==> src/rtl/unary_pkg.sv <==
// Shared types for the unary stream array: FSM state, per-lane sign/magnitude record
// and the two's-complement to sign-magnitude split used at load time.
package unary_pkg;

    // Operand width carried by the lane record; the top-level WIDTH must match it.
    localparam int UNARY_WIDTH = 8;

    typedef enum logic {
        IDLE = 1'b0,
        RUN  = 1'b1
    } state_t;

    typedef struct packed {
        logic                   sign;
        logic [UNARY_WIDTH-1:0] mag;
    } lane_t;

    // The most-negative operand maps to 2^(W-1), which still fits the unsigned field.
    function automatic lane_t to_sign_mag(input logic signed [UNARY_WIDTH-1:0] value);
        lane_t                  r;
        logic [UNARY_WIDTH-1:0] raw;
        raw    = value;
        r.sign = value[UNARY_WIDTH-1];
        r.mag  = r.sign ? (~raw + 1'b1) : raw;
        return r;
    endfunction

endpackage

==> src/rtl/unary_lane.sv <==
// One unary lane: shadow magnitude for replays, a live down-counter and the operand sign.
// The lane output stays high while the live count is nonzero.
module unary_lane
    import unary_pkg::*;
(
    input  logic  clk,
    input  logic  reset,
    input  logic  clear,
    input  logic  load,
    input  lane_t load_val,
    input  logic  reload,
    input  logic  dec,
    output logic  nonzero,
    output logic  neg
);

    logic                   sign_r;
    logic [UNARY_WIDTH-1:0] shadow_mag;
    logic [UNARY_WIDTH-1:0] live_mag;

    // NOTE: state updates are non-blocking so every lane samples the same pre-edge values.
    always_ff @(posedge clk) begin
        if (reset || clear) begin
            sign_r     <= 1'b0;
            shadow_mag <= '0;
            live_mag   <= '0;
        end else if (load) begin
            sign_r     <= load_val.sign;
            shadow_mag <= load_val.mag;
            live_mag   <= load_val.mag;
        end else if (reload) begin
            live_mag <= shadow_mag;
        end else if (dec && nonzero) begin
            live_mag <= live_mag - 1'b1;
        end
    end

    assign nonzero = |live_mag;
    assign neg     = sign_r & nonzero;

endmodule

==> src/rtl/unary_stream_array.sv <==
// DIM-lane sign-plus-unary stream generator with load handshake, replay count and flush.
// Optional macro UNARY_PREFETCH_EN adds a one-deep prefetch slot for back-to-back jobs.
module unary_stream_array
    import unary_pkg::*;
#(
    parameter int DIM      = 4,
    parameter int WIDTH    = UNARY_WIDTH,
    parameter int REPEAT_W = 4
) (
    input  logic                      clk,
    input  logic                      reset,
    input  logic                      in_valid,
    output logic                      in_ready,
    input  logic [DIM-1:0][WIDTH-1:0] in_array,
    input  logic [REPEAT_W-1:0]       in_repeat,
    input  logic                      en,
    input  logic                      flush,
    output logic [DIM-1:0]            unary_out,
    output logic [DIM-1:0]            neg,
    output logic                      pass_done,
    output logic                      done,
    output logic                      busy
);

    state_t              state;
    state_t              next_state;
    logic [REPEAT_W-1:0] pass_cnt;
    logic [REPEAT_W-1:0] repeat_r;
    logic [REPEAT_W-1:0] src_repeat;
    lane_t [DIM-1:0]     in_lanes;
    lane_t [DIM-1:0]     src_lanes;

    logic fire;
    logic all_zero;
    logic terminal;
    logic final_pass;
    logic restart;
    logic run_ready;
    logic next_avail;
    logic lane_load;
    logic lane_reload;
    logic lane_dec;
    logic lane_clear;

    assign fire        = in_valid & in_ready;
    assign all_zero    = ~|unary_out;
    assign final_pass  = (pass_cnt == repeat_r);
    // Flush wins over the terminal decision, so a flushed pass never reports completion.
    assign terminal    = (state == RUN) & all_zero & ~flush;
    assign restart     = terminal & final_pass & next_avail;
    assign lane_clear  = (state == RUN) & flush;
    assign lane_load   = ((state == IDLE) & fire) | restart;
    assign lane_reload = terminal & ~final_pass;
    assign lane_dec    = (state == RUN) & en;

    for (genvar i = 0; i < DIM; i++) begin : g_lane
        assign in_lanes[i] = to_sign_mag(in_array[i]);

        unary_lane u_lane (
            .clk      (clk),
            .reset    (reset),
            .clear    (lane_clear),
            .load     (lane_load),
            .load_val (src_lanes[i]),
            .reload   (lane_reload),
            .dec      (lane_dec),
            .nonzero  (unary_out[i]),
            .neg      (neg[i])
        );
    end

`ifdef UNARY_PREFETCH_EN
    logic                pf_valid;
    lane_t [DIM-1:0]     pf_lanes;
    logic [REPEAT_W-1:0] pf_repeat;

    // A handshake on the final terminal cycle with an empty slot loads the lanes directly.
    always_ff @(posedge clk) begin
        if (reset || lane_clear) begin
            pf_valid  <= 1'b0;
            pf_lanes  <= '0;
            pf_repeat <= '0;
        end else if ((state == RUN) && fire && !restart) begin
            pf_valid  <= 1'b1;
            pf_lanes  <= in_lanes;
            pf_repeat <= in_repeat;
        end else if (restart) begin
            pf_valid <= 1'b0;
        end
    end

    assign run_ready  = ~pf_valid & ~flush;
    assign next_avail = pf_valid | fire;
    assign src_lanes  = pf_valid ? pf_lanes : in_lanes;
    assign src_repeat = pf_valid ? pf_repeat : in_repeat;
`else
    assign run_ready  = 1'b0;
    assign next_avail = 1'b0;
    assign src_lanes  = in_lanes;
    assign src_repeat = in_repeat;
`endif

    always_ff @(posedge clk) begin
        if (reset || lane_clear) begin
            pass_cnt <= '0;
            repeat_r <= '0;
        end else if (lane_load) begin
            pass_cnt <= '0;
            repeat_r <= src_repeat;
        end else if (lane_reload) begin
            pass_cnt <= pass_cnt + 1'b1;
        end
    end

    always_ff @(posedge clk) begin
        if (reset) begin
            state <= IDLE;
        end else begin
            state <= next_state;
        end
    end

    // NOTE: every combinational output gets a default first so no latch is inferred.
    always_comb begin
        next_state = state;
        case (state)
            IDLE: if (fire) next_state = RUN;
            RUN: begin
                if (flush) begin
                    next_state = IDLE;
                end else if (terminal && final_pass && !restart) begin
                    next_state = IDLE;
                end
            end
            default: next_state = IDLE;
        endcase
    end

    always_comb begin
        in_ready  = 1'b0;
        busy      = 1'b0;
        pass_done = 1'b0;
        done      = 1'b0;
        case (state)
            IDLE: in_ready = 1'b1;
            RUN: begin
                busy      = 1'b1;
                in_ready  = run_ready;
                pass_done = terminal;
                done      = terminal & final_pass;
            end
            default: ;
        endcase
    end

endmodule

==> config.mk <==
export PLATFORM = sky130hd
export DESIGN_NAME = unary_stream_array
export DESIGN_NICKNAME = d
export VERILOG_FILES = /design/src/rtl/unary_pkg.sv /design/src/rtl/unary_lane.sv /design/src/rtl/unary_stream_array.sv
export SDC_FILE = /design/constraint.sdc
export NUM_CORES = 1
export LEC_CHECK = 0
export ABC_CLOCK_PERIOD_IN_PS = 4500
export CAP_MARGIN = 10
export CELL_PAD_IN_SITES_DETAIL_PLACEMENT = 0
export CELL_PAD_IN_SITES_GLOBAL_PLACEMENT = 2
export CORE_MARGIN = 2
export CORE_UTILIZATION = 34
export DETAILED_ROUTE_END_ITERATION = 10
export GPL_TIMING_DRIVEN = 0
export MAX_ROUTING_LAYER = met4
export PLACE_DENSITY = 0.81
export SYNTH_ARGS = -nofsm -noshare
export SYNTH_HDL_FRONTEND = slang
export SYNTH_HIERARCHICAL = 1
export SYNTH_SLANG_ARGS = --single-unit
==> constraint.sdc <==
create_clock -name clk -period 4.5 [get_ports clk]
set_input_delay 0.45 -clock clk [delete_from_list [all_inputs] [get_ports clk]]
set_output_delay 0.45 -clock clk [all_outputs]
set_load 0.01 [all_outputs]
Word-level counts from Yosys, hierarchy flattened

Cells that the tools add are included.

Memory bits (read-only): 0
Register bits: 77
Bits in latches: 0
Input port bits: 41
Bits in writable memories: 0
Memories kept: 0
Word-level logic and storage cells: 85

$mul: 0
$add $sub $neg: 9
Equality and inequality tests: 1
Multiplexer cells: 24
Order comparisons: 0
Shifts and indexed selects: 0
Bitwise operators: 19
Div/mod/pow operators: 0
Reduce and logical (&&, ||, !) cells: 17

Operator list:

| operator                                          | count |
|---|---|
| 2-to-1 mux 8 bit                                  | 16 |
| adder 8 x 1 -> 8 bit (second input constant)      | 4 |
| inverter 8 bit                                    | 4 |
| OR reduction 32 bit                               | 1 |
| OR reduction 8 bit                                | 4 |
| subtractor 8 x 1 -> 8 bit (second input constant) | 4 |
| bitwise AND 1 bit                                 | 12 |
| nonzero test 3 bit                                | 4 |
| 2-to-1 mux 1 bit                                  | 6 |
| logical AND 1 bit                                 | 5 |
| adder 4 x 1 -> 4 bit (second input constant)      | 1 |
| == test 4 bit                                     | 1 |
| one-hot mux 1 bit (2 select lines)                | 2 |
| inverter 1 bit                                    | 3 |
| OR reduction 2 bit                                | 1 |
| zero test 1 bit                                   | 1 |
| logical OR 1 bit                                  | 1 |

Logic depth before layout (Yosys ltp)

Gate-level depths: netlist (run 1).

Word-level depth: 8
Depth in mapped cells: 12
Gate-level depth less buffers: 11

Modules after synthesis

The synthesis (run 1) kept the hierarchy.

Modules (own cells, without submodules):

| module             | cells each | area each (µm²) | times used | seq. area each (µm²) |
|---|---|---|---|---|
| unary_lane         | 110        | 915.9           | 4          | 340.3 |
| unary_stream_array | 142        | 1014.7          | 1          | 180.2 |

Worst setup path before layout (run 1)

Ideal clock, no wire load.

Kind: register to register
Start: register g_lane[1].u_lane.live_mag[0]
End: register g_lane[0].u_lane.live_mag[1]
Clock period less this slack: 3.359 ns
Cell stages (with the launch flop): 13
Path slack: 1.141 ns
Path buffers: 1
Arrival time: 3.242 ns
Path through: dfxtp_1 inv_1 ha_1 nor3b_1 nand2_1 nor4_4 nand3b_2 nor2_1 clkbuf_1 nor2_1 a21oi_1 o221ai_1 o211a_1

Longest elaborated chain between the ends: 7
Elaborated cells between the ends (all ways): 8

RTL lines:

| what                             | RTL line                 | text |
|---|---|---|
| start: declaration               | unary_lane.sv:19         | `logic [UNARY_WIDTH-1:0] live_mag;` |
| start signal: assignment         | unary_lane.sv:30         | `live_mag <= load_val.mag;` |
| start signal: assignment         | unary_lane.sv:32         | `live_mag <= shadow_mag;` |
| start signal: assignment         | unary_lane.sv:34         | `live_mag <= live_mag - 1'b1;` |
| OR reduction 32 bit *            | unary_stream_array.sv:46 | `assign all_zero = ~\|unary_out;` |
| zero test 1 bit *                | unary_stream_array.sv:46 |  |
| bitwise AND 1 bit * (2 in a row) | unary_stream_array.sv:49 | `assign terminal = (state == RUN) & all_zero & ~flush;` |
| bitwise AND 1 bit *              | unary_stream_array.sv:53 | `assign lane_reload = terminal & ~final_pass;` |
| via lane_reload                  | unary_stream_array.sv:41 | `logic lane_reload;` |
| 2-to-1 mux 8 bit                 | unary_lane.sv:31         | `end else if (reload) begin` |
| 2-to-1 mux 8 bit                 | unary_lane.sv:27         | `end else if (load) begin` |
| end signal: assignment           | unary_lane.sv:30         |  |
| end signal: assignment           | unary_lane.sv:32         |  |
| end signal: assignment           | unary_lane.sv:34         |  |
| end: declaration                 | unary_lane.sv:19         |  |

The timed path passes the listed nets; every way through them passes the cells marked *.
A chain may end at the register's enable or synchronous reset.

Final worst setup path (run 1)

Same ends and word-level chain as after synthesis.

==> metrics.txt, run 1 <==
status finished clean; dpl hpwl 9260 um; Yosys reg bits 77; fin util 43.0%; worst-case hold slack 0.460 ns; area post-placement 5430 um^2; clk root buf clkbuf_16; grt met3 use 3.81%; clk_skew 0.00892 ns; final period utilization 86.9%; Initial Util 35.0%; Worst Max-Slew Pin Slew 0.871 ns; Buffers on Ports 52; RSZ-0062 raised after global routing no; fin area 5730 um^2; worst skew pair latency 0.35 ns; Flop pwr share 38.2%; register area share after synthesis 32.9%; hold_buf cts 0; CTS sink count 77; combinational share of power 26.8%; GR Overflow Total 0; DR WL/cell 15.0 um; number of routed nets with antenna violations 0; fin nets 696; M2 GR Usage 30.0%; CTS H-tree lvls 3; crit end category flop; Synth Net Count 632; Synth Flop Type dfxtp_1; Worst path slowest cell nor2_2; Worst Path Required 4.73 ns; met1 Use GR 22.1%; clock slew at reported path FFs 0.06 ns; DRT iter0 DRCs 265; Placeable Area 13,300 um^2; first-pass GRT wire length 20,900 um; Via Count 4,494; syn_area_per_cell 8.04 um^2; Clock power frac 35.0%; layout cells sized above 1 6.45%; post-CTS setup buffers 0; Register Area 1540 um^2; Power per Cell Area 367 nW/um^2; chip width 121 um; Max-slew headroom 41.9%; Hold Path Class flop to flop; endpoints failing hold 0; Synthesis Warnings 6; asr flop ratio synth 0%; Synth cell types 49; GRT Util Overall 18.3%; Gate Count Post-Synth 582; Fillers 1,443; CP Class flop to flop; Max clock buf depth 2; TritonCTS buffer count 9; largest net degree at the start of global routing 21; area of the multi-input gates 2960 um^2; Post-synth EDFFs 0; Final Max Slew Viols 0; Worst EP arrival 4.14 ns; Core Rows 42; Finish-stage setup viols 0; P_int 1.42 mW; max_cap viols 0; crit path max fanout 20; die area 14,700 um^2; Max VDD drop 223 uV; Top Usage Layer GRT met2; Post-Syn Area 4680 um^2; post-layout min period 3.91 ns; I/O Pins 53; # resized after CTS 0; Final Wtd Congestion 0.865; Startpoint Class flop; Net Sw Frac 32.3%; largest stage delay on the critical path 0.72 ns; initial antenna violation count 0; n_diodes 0; Syn-to-layout area delta 22.6%; Detailed Route WL 12,400 um; cell breakdown of the critical path inv_1 > ha_1 > nor3b_1 > nand2_1 > nor4_4 > nand3b_2 > nor2_2 > buf_6 > clkbuf_1 > nor2_1 > a21oi_1 > o221ai_1 > o211a_1; Die Height 121 um; TritonCTS clock tree yes; number of global-route vias before repair 4,318; P_sw 0.679 mW; DRC violations left 0; First-pass DRT Iterations 5; P_leak 2.16 nW; fmax 0.256 GHz; vias per std cell 5.43
-- worst max-delay path: cells and delay by family (launching register included) --
kind	cells	cell delay, ns
and+or+nand+nor	6	2.13
buffers and inverters	3	0.67
AOI/OAI and AO/OA	3	0.43
DFF	1	0.36
adders and majority gates	1	0.20
-- final timing paths --
kind	startpoint	to	slack [ns]	cells past startpoint
worst max-delay path	g_lane[1].u_lane/live_mag[0]	g_lane[0].u_lane/live_mag[1]	0.59	13
worst min-delay path	g_lane[0].u_lane/shadow_mag[3]	g_lane[0].u_lane/shadow_mag[3]	0.46	2
worst max register to register	g_lane[1].u_lane/live_mag[0]	g_lane[0].u_lane/live_mag[1]	0.59	13
worst min register to register	g_lane[0].u_lane/shadow_mag[3]	g_lane[0].u_lane/shadow_mag[3]	0.46	2
-- layer usage --
metal / vias to the layer above / wire length [um]
met2: 68 / 6120
met5: - / 0
met4: 0 / 127
met1: 2133 / 5820
li1: 2283 / -
met3: 10 / 356
-- through the flow --
stage	power [mW]	instances	worst slack (ns)	TNS, ns
after floorplan	1.19	582	1.14	0
after global placement	1.38	810	-0.295	-7.57
after detailed placement	1.38	811	0.590	0
after CTS	2.13	827	0.539	0
after global routing	2.23	827	0.166	0
final	2.10	827	0.589	0
-- logic make-up (layout without fill, tap and decap cells) --
family,after synthesis,after routing,share of synthesized area [%]
and+or+nand+nor,221,221,24.7
xor gates and xnor gates,28,28,5.24
DFF,77,77,33.0
adders and majority gates,9,9,2.41
buffers and inverters,49,118,3.93
muxes,25,25,5.35
AOI/OAI and AO/OA,173,173,25.4
-- registers in the layout, indices dropped and copies added (netlist names) --
name	count
g_lane.u_lane/shadow_mag	32
g_lane.u_lane/live_mag	32
repeat_r	4
pass_cnt	4
g_lane.u_lane/sign_r	4
state	1
-- power by group through the flow --
stage                     clock, mW  sequential [mW]  combinational [mW]
final                         0.735            0.802               0.564
after global routing          0.789            0.812               0.633
after CTS                     0.766            0.800               0.567
after detailed placement          0            0.815               0.563
after global placement            0            0.814               0.562
after floorplan                   0            0.800               0.389
-- Yosys cell counts (7+ instances only) --
library cell | n | share of area (%)
a311oi_1 | 8 | 1.5
nor3_1 | 11 | 1.2
dfxtp_1 | 77 | 33
mux2i_1 | 25 | 5.3
and2_1 | 11 | 1.5
or2_2 | 8 | 1.1
o221ai_1 | 12 | 2.2
nand2_1 | 72 | 5.8
ha_1 | 9 | 2.4
o31ai_1 | 22 | 3.5
o21ai_0 | 26 | 2.8
xnor2_1 | 21 | 3.9
a21oi_1 | 59 | 6.3
xor2_1 | 7 | 1.3
nor4_1 | 16 | 2.1
clkbuf_1 | 12 | 0.96
nand3_1 | 9 | 0.96
inv_1 | 24 | 1.9
buf_1 | 8 | 0.64
nor2_1 | 44 | 3.5
a21boi_0 | 7 | 1.1
-- final cells by class --
cell class / count / share of cell area [%]
clock inverters: 7 / 1.33
repair buffers: 53 / 9.27
multi-input cells: 456 / 51.5
clock buffers: 9 / 3.93
well taps: 176 / 3.84
plain buffers: 20 / 1.31
inverters: 29 / 1.90
flip-flops and latches: 77 / 26.9
-- layout by cell type (no fill, tap or decap), drive strengths merged, types with 6 or more instances in the layout --
cell,n
nor4,18
o31ai,22
nand2,76
clkdlybuf4s50,52
o221ai,12
clkinv,8
dfxtp,77
a311oi,8
nand2b,6
a21oi,59
xnor2,21
clkbuf,21
nand3,9
or4,10
buf,9
inv,25
xor2,7
o21ai,31
ha,9
nor3,11
mux2i,25
a21boi,11
nor2,44
and2,11
or2,8
(Power assumes the default switching activity.)
==> run 2, diff against run 1 <==
Settings changed: CORE_UTILIZATION 34 to 35, CTS_BUF_LIST set to sky130_fd_sc_hd__clkbuf_4 sky130_fd_sc_hd__clkbuf_8, PLACE_DENSITY 0.81 to 0.83.
==> metrics.txt, run 2 (synthesis gave the netlist of run 1 again) <==
RSZ-0062 raised after global routing no; layout cells sized above 1 6.31% (-0.14 points); TritonCTS buffer count 9 (unchanged); largest net degree at the start of global routing 19 (-9.5%); number of global-route vias before repair 4,298 (-0.46%); Finished Layout Cells 826 (-0.12%); die area 14,300 um^2 (-2.8%); TritonCTS clock tree yes; Worst EP arrival 4.04 ns (-0.10 ns); Via Count 4,454 (-0.89%); endpoints failing hold 0 (unchanged); Power Total 1.85 mW (-12%); Buffers on Ports 52 (unchanged); fin util 42.7% (-0.28 points); Max-slew headroom 47.4% (+5.5 points); I/O Pins 53 (unchanged); Final Wtd Congestion 0.851 (-1.7%); fin area 5610 um^2 (-2.2%); post-layout min period 3.77 ns (-0.145 ns); r2r endpoint g_lane[3].u_lane/live_mag[7]; P_sw 0.630 mW (-7.2%); vias per std cell 5.39 (-0.77%); Flop pwr share 43.3% (+5.1 points); critical path startpoint g_lane[1].u_lane/live_mag[0]; P_leak 2.11 nW (-2.2%); Net Sw Frac 34.0% (+1.7 points); Top Registers g_lane.u_lane/live_mag: 32 flops, g_lane.u_lane/shadow_mag: 32 flops; initial antenna violation count 0 (unchanged); Initial Util 35.6% (+0.56 points); DRT iter0 DRCs 201 (-24%); CTS H-tree lvls 3 (unchanged); CP Class flop to flop; Startpoint Class flop; Clock power frac 26.2% (-8.8 points); setup ws final 0.735 ns (+0.145 ns); GR Overflow Total 0 (unchanged); most used cell, CP a21oi_1; fin nets 696 (unchanged); Final Max Slew Viols 0 (unchanged); area post-placement 5440 um^2 (about the same); most frequent cells in the layout dfxtp_1, nand2_1, a21oi_1; cell breakdown of the critical path inv_1 > ha_1 > nor3b_1 > nand2_1 > nor4_4 > nand3b_2 > nor2_2 > buf_8 > clkbuf_1 > a21oi_1 > o31ai_1 > o221ai_1 > a21oi_1; Fillers 1,400 (-3.0%); dpl cells 811 (unchanged); # resized after CTS 0 (unchanged); Worst Max-Slew Pin Slew 0.787 ns (-0.0839 ns); clk root buf clkbuf_8; chip width 120 um (-1.4%); hold path cells 2 (unchanged); First-pass DRT Iterations 4 (-1); number of routed nets with antenna violations 0 (unchanged); Max clock buf depth 2 (unchanged); Max VDD drop 135 uV (-39%); worst r2r src g_lane[1].u_lane/live_mag[0]; DR WL/cell 14.9 um (-0.73%); largest stage delay on the critical path 0.58 ns (-0.14 ns); hold endpoint g_lane[2].u_lane/shadow_mag[3]; final period utilization 83.7% (-3.2 points); hold_sp g_lane[2].u_lane/shadow_mag[3]; R2R Setup Slk 0.73 ns (+0.15 ns); Worst path slowest cell nor2_2; crit path max fanout 18 (-10%); Die Height 120 um (-1.4%); post-CTS setup buffers 0 (unchanged); combinational share of power 30.5% (+3.7 points); hold_buf cts 0 (unchanged); Power per Cell Area 330 nW/um^2 (-9.9%); Syn-to-layout area delta 19.8%; clock slew at reported path FFs 0.08 ns (+0.02 ns); Detailed Route WL 12,300 um (-0.85%); Hold Path Class flop to flop; DRC violations left 0 (unchanged); clk_skew 0.0105 ns (+0.00160 ns); Placeable Area 13,100 um^2 (-1.6%); fmax 0.266 GHz (+3.9%); Worst Path Required 4.78 ns (+0.05 ns); CTS sink count 77 (unchanged); Placement Setup Slack 0.736 ns (+0.145 ns); first-pass GRT wire length 20,900 um (-0.26%); worst skew pair latency 0.35 ns (about the same); status finished clean; FF-to-FF path depth 13 (unchanged); crit end category flop; GRT Util Overall 18.2% (-0.024 points); dpl hpwl 9280 um (+0.22%); Finish-stage setup viols 0 (unchanged); Core Rows 42 (unchanged); max_cap viols 0 (unchanged); P_int 1.22 mW (-14%); commonest non-fill, non-tap cell in the layout dfxtp_1; n_diodes 0 (unchanged)
-- run 2: cell count changes in the layout (fill, tap and decap cells not counted), sizes merged --
cell      change
clkbuf        +4
clkinv        -2
clkinvlp      -2
bufinv        -1
-- run 2: worst max-delay path by stage --
stage / endpoint / slack, ns / depth (start not counted)
after floorplan: g_lane[0].u_lane/live_mag[1] / 1.14 / 12
after global placement: g_lane[2].u_lane/live_mag[1] / -0.20 / 11
after detailed placement: g_lane[3].u_lane/live_mag[1] / 0.74 / 13
after CTS: g_lane[3].u_lane/live_mag[1] / 0.70 / 13
after global routing: g_lane[3].u_lane/live_mag[7] / 0.45 / 13
final: g_lane[3].u_lane/live_mag[7] / 0.73 / 13
-- run 2: power by group through the flow --
stage / logic, mW / registers (mW) / clock network (mW)
2_1_floorplan: 0.389 / 0.800 / 0
3_5_place_dp: 0.565 / 0.816 / 0
4_1_cts: 0.568 / 0.800 / 0.502
5_1_grt: 0.628 / 0.812 / 0.533
6_report: 0.564 / 0.802 / 0.485
3_3_place_gp: 0.559 / 0.813 / 0
-- run 2: layer usage --
layer	global-route usage [%]	up-vias	wire [um]	part of all wire, %
met4	6.47	0	226	1.8
li1	-	2289	-	-
met2	30.2	77	5880	48
met5	-	-	0	0
met1	23.0	2070	5870	48
met3	2.33	18	352	2.9
-- run 2: critical path, delay by kind of cell (launching register included) --
kind / cells / cell delay [ns]
AND/OR/NAND/NOR: 5 / 1.85
buffers and inverters: 3 / 0.71
AO/OA/AOI/OAI: 4 / 0.57
flip-flops: 1 / 0.38
adder cells (fa/ha/maj): 1 / 0.19
-- run 2: metrics by stage --
stage / TNS, ns / hold slack, ns
2_1_floorplan: 0 / 0.441
3_3_place_gp: -3.90 / 0.449
3_5_place_dp: 0 / 0.453
4_1_cts: 0 / 0.464
5_1_grt: 0 / 0.489
6_report: 0 / 0.466
-- run 2: area by class of cell --
| cell class | count | area (um^2) | share of cell area, % |
|---|---|---|---|
| plain buffers | 20 | 75.1 | 1.34 |
| clock buffers | 13 | 160 | 2.86 |
| clock inverters | 2 | 10.0 | 0.179 |
| inverters | 29 | 109 | 1.94 |
| multi-input cells | 456 | 2960 | 52.7 |
| flip-flops and latches | 77 | 1540 | 27.5 |
| well taps | 176 | 220 | 3.93 |
| repair buffers | 53 | 536 | 9.55 |
==> variant 1: new RTL, settings of run 2 <==
Build with the macro `UNARY_PREFETCH_EN` defined.
--- a/src/rtl/unary_stream_array.sv
+++ b/src/rtl/unary_stream_array.sv
@@ -1,4 +1,6 @@
 // DIM-lane sign-plus-unary stream generator with load handshake, replay count and flush.
 // Optional macro UNARY_PREFETCH_EN adds a one-deep prefetch slot for back-to-back jobs.
+`define UNARY_PREFETCH_EN
+
 module unary_stream_array
     import unary_pkg::*;
Function: changed (Yosys sat finds a counterexample within 4 cycles, from zero or initial values and one cycle with reset high).
==> variant 1 against run 2 <==
Synthesized area increased by 50%; global-route usage grew 2.7 points; sequential power is 47% higher; worst setup slack worse by 540 ps; sequential cell count increased by 41; combinational power up 28%; final area increased by 48%; count of clock-buffer cells in the layout up 7; critical path depth shrank 4; power is 54% higher; wire length rose by 75%; largest power group unchanged.
==> variant 1: results (changes against run 2) <==
[placement]
hpwl_um = 15700  ; +70%
pre_cts_slack_ps = -143  ; -879 ps
routabilityCongestion = 0.836  ; -1.8%

[cells_and_area]
buffer_area_share_pct = 9.07  ; -1.8 points
fillCellCount = 2071  ; +48%
nClkBuffers = 20  ; +7
layout-drive-gt1-share_pct = 10.0  ; +3.7 points
clock_area_share_pct = 4.56  ; +1.5 points
num-multi-input-gates = 655  ; +44%
fin_area_um2 = 8320  ; +48%
reg_top3 = pf_lanes x36, g_lane.u_lane/live_mag x32, g_lane.u_lane/shadow_mag x32
fin_nets = 986  ; +42%
nNonClkInverters = 45  ; +55%
regArea_um2 = 2360  ; +53%
multi_input_area_share_pct = 51.8  ; -0.89 points

[yosys]
ys_top_cells_by_count = nand2_1, dfxtp_1, a21oi_1
synth_seq_cells = 118  ; +53%
yosys-top-cells-area = dfxtp_1, mux2i_1, nand2_1
seq_area_frac_synth_pct = 33.7  ; +0.73 points
ys_types = 57  ; +16%
syn_nets = 914  ; +45%

[timing]
fin_skew_ps = 15.0  ; +4.45 ps
slew_headroom_pct = 34.8  ; -13 points

[worst_hold_path]
hp-start = pf_lanes[24]

[status]
outcome = finished clean

[power]
power.share.switching_pct = 33.4  ; -0.62 points
ir_drop_mv = 0.180  ; +33%
powerDensity_nw_per_um2 = 342  ; +3.8%

[clock_network]
cts_made_buffers = 17  ; +8
cts_resized = 2  ; +2
htree_levels = 4  ; +1
insertion_delay_ps = 450  ; +100 ps

[floorplanning]
coreArea_um2 = 19600  ; +49%

[global_route]
grt_max_degree = 24  ; +5
grt_pass1_vias = 6226  ; +45%

[routing]
drt_iter0_markers = 318  ; +58%
wire_per_inst_um = 17.8  ; +19%
vias = 6605  ; +48%
drtPass1Iterations = 5  ; +1

[critical_path]
crit_slowest_cell = or4_4
worstPathMaxFanout = 10  ; -8
cpPeakStageDelay_ps = 640  ; +60 ps

==> variant 1: worst paths after layout <==
| kind | to | slack (ps) | cells after the start |
|---|---|---|---|
| worst max-delay path | done | 190 | 9 |
| worst min-delay path | pf_lanes[24] | 460 | 2 |
| worst max register to register | g_lane[1].u_lane/live_mag[6] | 260 | 12 |
| worst min register to register | pf_lanes[24] | 460 | 2 |
==> variant 1: kinds of logic (layout without fill, tap and decap cells) <==
kind of cell / count (synthesis) / count (layout) / share of synthesized area (%)
flip-flops: 118 / 118 / 33.7
buffers and inverters: 91 / 176 / 5.32
AND/OR/NAND/NOR: 314 / 314 / 22.6
multiplexers: 84 / 84 / 12.3
AO/OA/AOI/OAI: 232 / 232 / 22.5
XOR/XNOR: 16 / 16 / 2.00
adder cells (fa/ha/maj): 9 / 9 / 1.61
==> variant 1: metal layers <==
layer | global-route usage, % | share of wire [%]
met1 | 28.0 | 49
met2 | 33.0 | 47
met3 | 3.76 | 3.5
met4 | 5.34 | 0.72
met5 | - | 0
==> variant 2: new RTL, flow settings as in run 2 <==
Without the edit above. Set the parameter `DIM` to 2 (it was 4).
--- a/src/rtl/unary_stream_array.sv
+++ b/src/rtl/unary_stream_array.sv
@@ -4,5 +4,5 @@
     import unary_pkg::*;
 #(
-    parameter int DIM      = 4,
+    parameter int DIM      = 2,
     parameter int WIDTH    = UNARY_WIDTH,
     parameter int REPEAT_W = 4
Interface: changed (resized in_array, neg and unary_out); port bits go from 53 to 33. No check against the original RTL was run, so the function may have changed too.
==> variant 2 against run 2 <==
Sequential share of layout area rose by 0.38 points; first-iteration DRC count fell by 23%; worst setup slack improved by 120 ps; clock skew fell by 3.4 ps; synthesized area fell by 45%; wire length fell by 48%; final area fell by 45%; die area fell by 44%; sequential cell count fell by 34; synthesized cell count fell by 46%; clock power fell by 49%; power fell by 46%; critical path type unchanged; critical endpoint is now g_lane[0].u_lane/live_mag[3]; largest cell class unchanged.
==> variant 2: results (changes against run 2) <==
[cells_and_area]
reg_top3 = g_lane.u_lane/live_mag x16, g_lane.u_lane/shadow_mag x16
fillCellCount = 775  ; -45%
layout-drive-gt1-share_pct = 6.48  ; +0.17 points
fin_nets = 384  ; -45%

[yosys]
synth_xor_area_share_pct = 5.83  ; +0.59 points
ys_top_cells_by_count = dfxtp_1, nand2_1, a21oi_1
synth_fa_ha_area_share_pct = 2.45  ; +0.042 points
seq_area_frac_synth_pct = 33.7  ; +0.74 points

[global_route]
grt_pass1_wl_um = 10500  ; -50%
grt_usage_pct = 17.5  ; -0.71 points
use_met1_pct = 27.1  ; +4.1 points
grtUsageMet2_pct = 22.6  ; -7.6 points
grt_pass1_vias = 2044  ; -52%

[placement]
io_buffer_count = 32  ; -38%
hpwl_um = 4830  ; -48%
routabilityCongestion = 0.862  ; +1.3%
pre_cts_slack_ps = 916  ; +181 ps

[clock_network]
htree_levels = 2  ; -1
cts_made_buffers = 5  ; -4

[power]
ir_drop_mv = 0.115  ; -15%

[timing]
fin_skew_ps = 7.17  ; -3.35 ps

[routing]
dr_wl_met2_um = 2430  ; -59%
vias_per_cell = 5.12  ; -5.0%
drt_iter0_markers = 154  ; -23%
met3_length_um = 215  ; -39%

[critical_path]
cpPeakStageDelay_ps = 640  ; +60 ps
r2r_cells = 10  ; -3

[status]
outcome = finished clean

variant 2: cell types whose count changed in the layout (fill, tap and decap cells not counted), moves of 11 or more:
| cell | run 2 | this run |
|---|---|---|
| mux2i_1 | 25 | 13 |
| nor2_1 | 43 | 24 |
| o21ai_0 | 26 | 12 |
| o31ai_1 | 22 | 11 |
| clkdlybuf4s50_1 | 52 | 32 |
| nand2_1 | 72 | 41 |
| dfxtp_1 | 77 | 43 |
| a21oi_1 | 59 | 32 |
variant 2: power by group:
part	leakage, nW	switching [W]	total [W]	internal (W)
logic	0.736	0.000165	0.000302	0.000137
clock network	0.0446	0.000134	0.000248	0.000115
registers	0.353	0.0000338	0.000445	0.000411
variant 2: worst paths after layout:
path | from | end | slack [ps]
worst max-delay path | g_lane[1].u_lane/live_mag[0] | g_lane[0].u_lane/live_mag[3] | 850
worst min-delay path | g_lane[1].u_lane/shadow_mag[3] | g_lane[1].u_lane/shadow_mag[3] | 470
worst max register to register | g_lane[1].u_lane/live_mag[0] | g_lane[0].u_lane/live_mag[3] | 850
worst min register to register | g_lane[1].u_lane/shadow_mag[3] | g_lane[1].u_lane/shadow_mag[3] | 470
variant 2: through the flow:
stage          std cells  area (µm²)
6_report             454        3090
4_1_cts              454        3090
2_1_floorplan        315        2550
3_3_place_gp         446        3000
5_1_grt              454        3090
3_5_place_dp         446        3000
variant 2: cell type report:
type	count	area, µm²	share of cell area, %
multi-input combinational	245	1590	51.6
sequential	43	861	27.9
timing repair buffer	32	320	10.4
tap	99	124	4.01
clock buffer	6	76.3	2.47
inverter	17	63.8	2.07
buffer	10	37.5	1.22
clock inverter	2	12.5	0.405
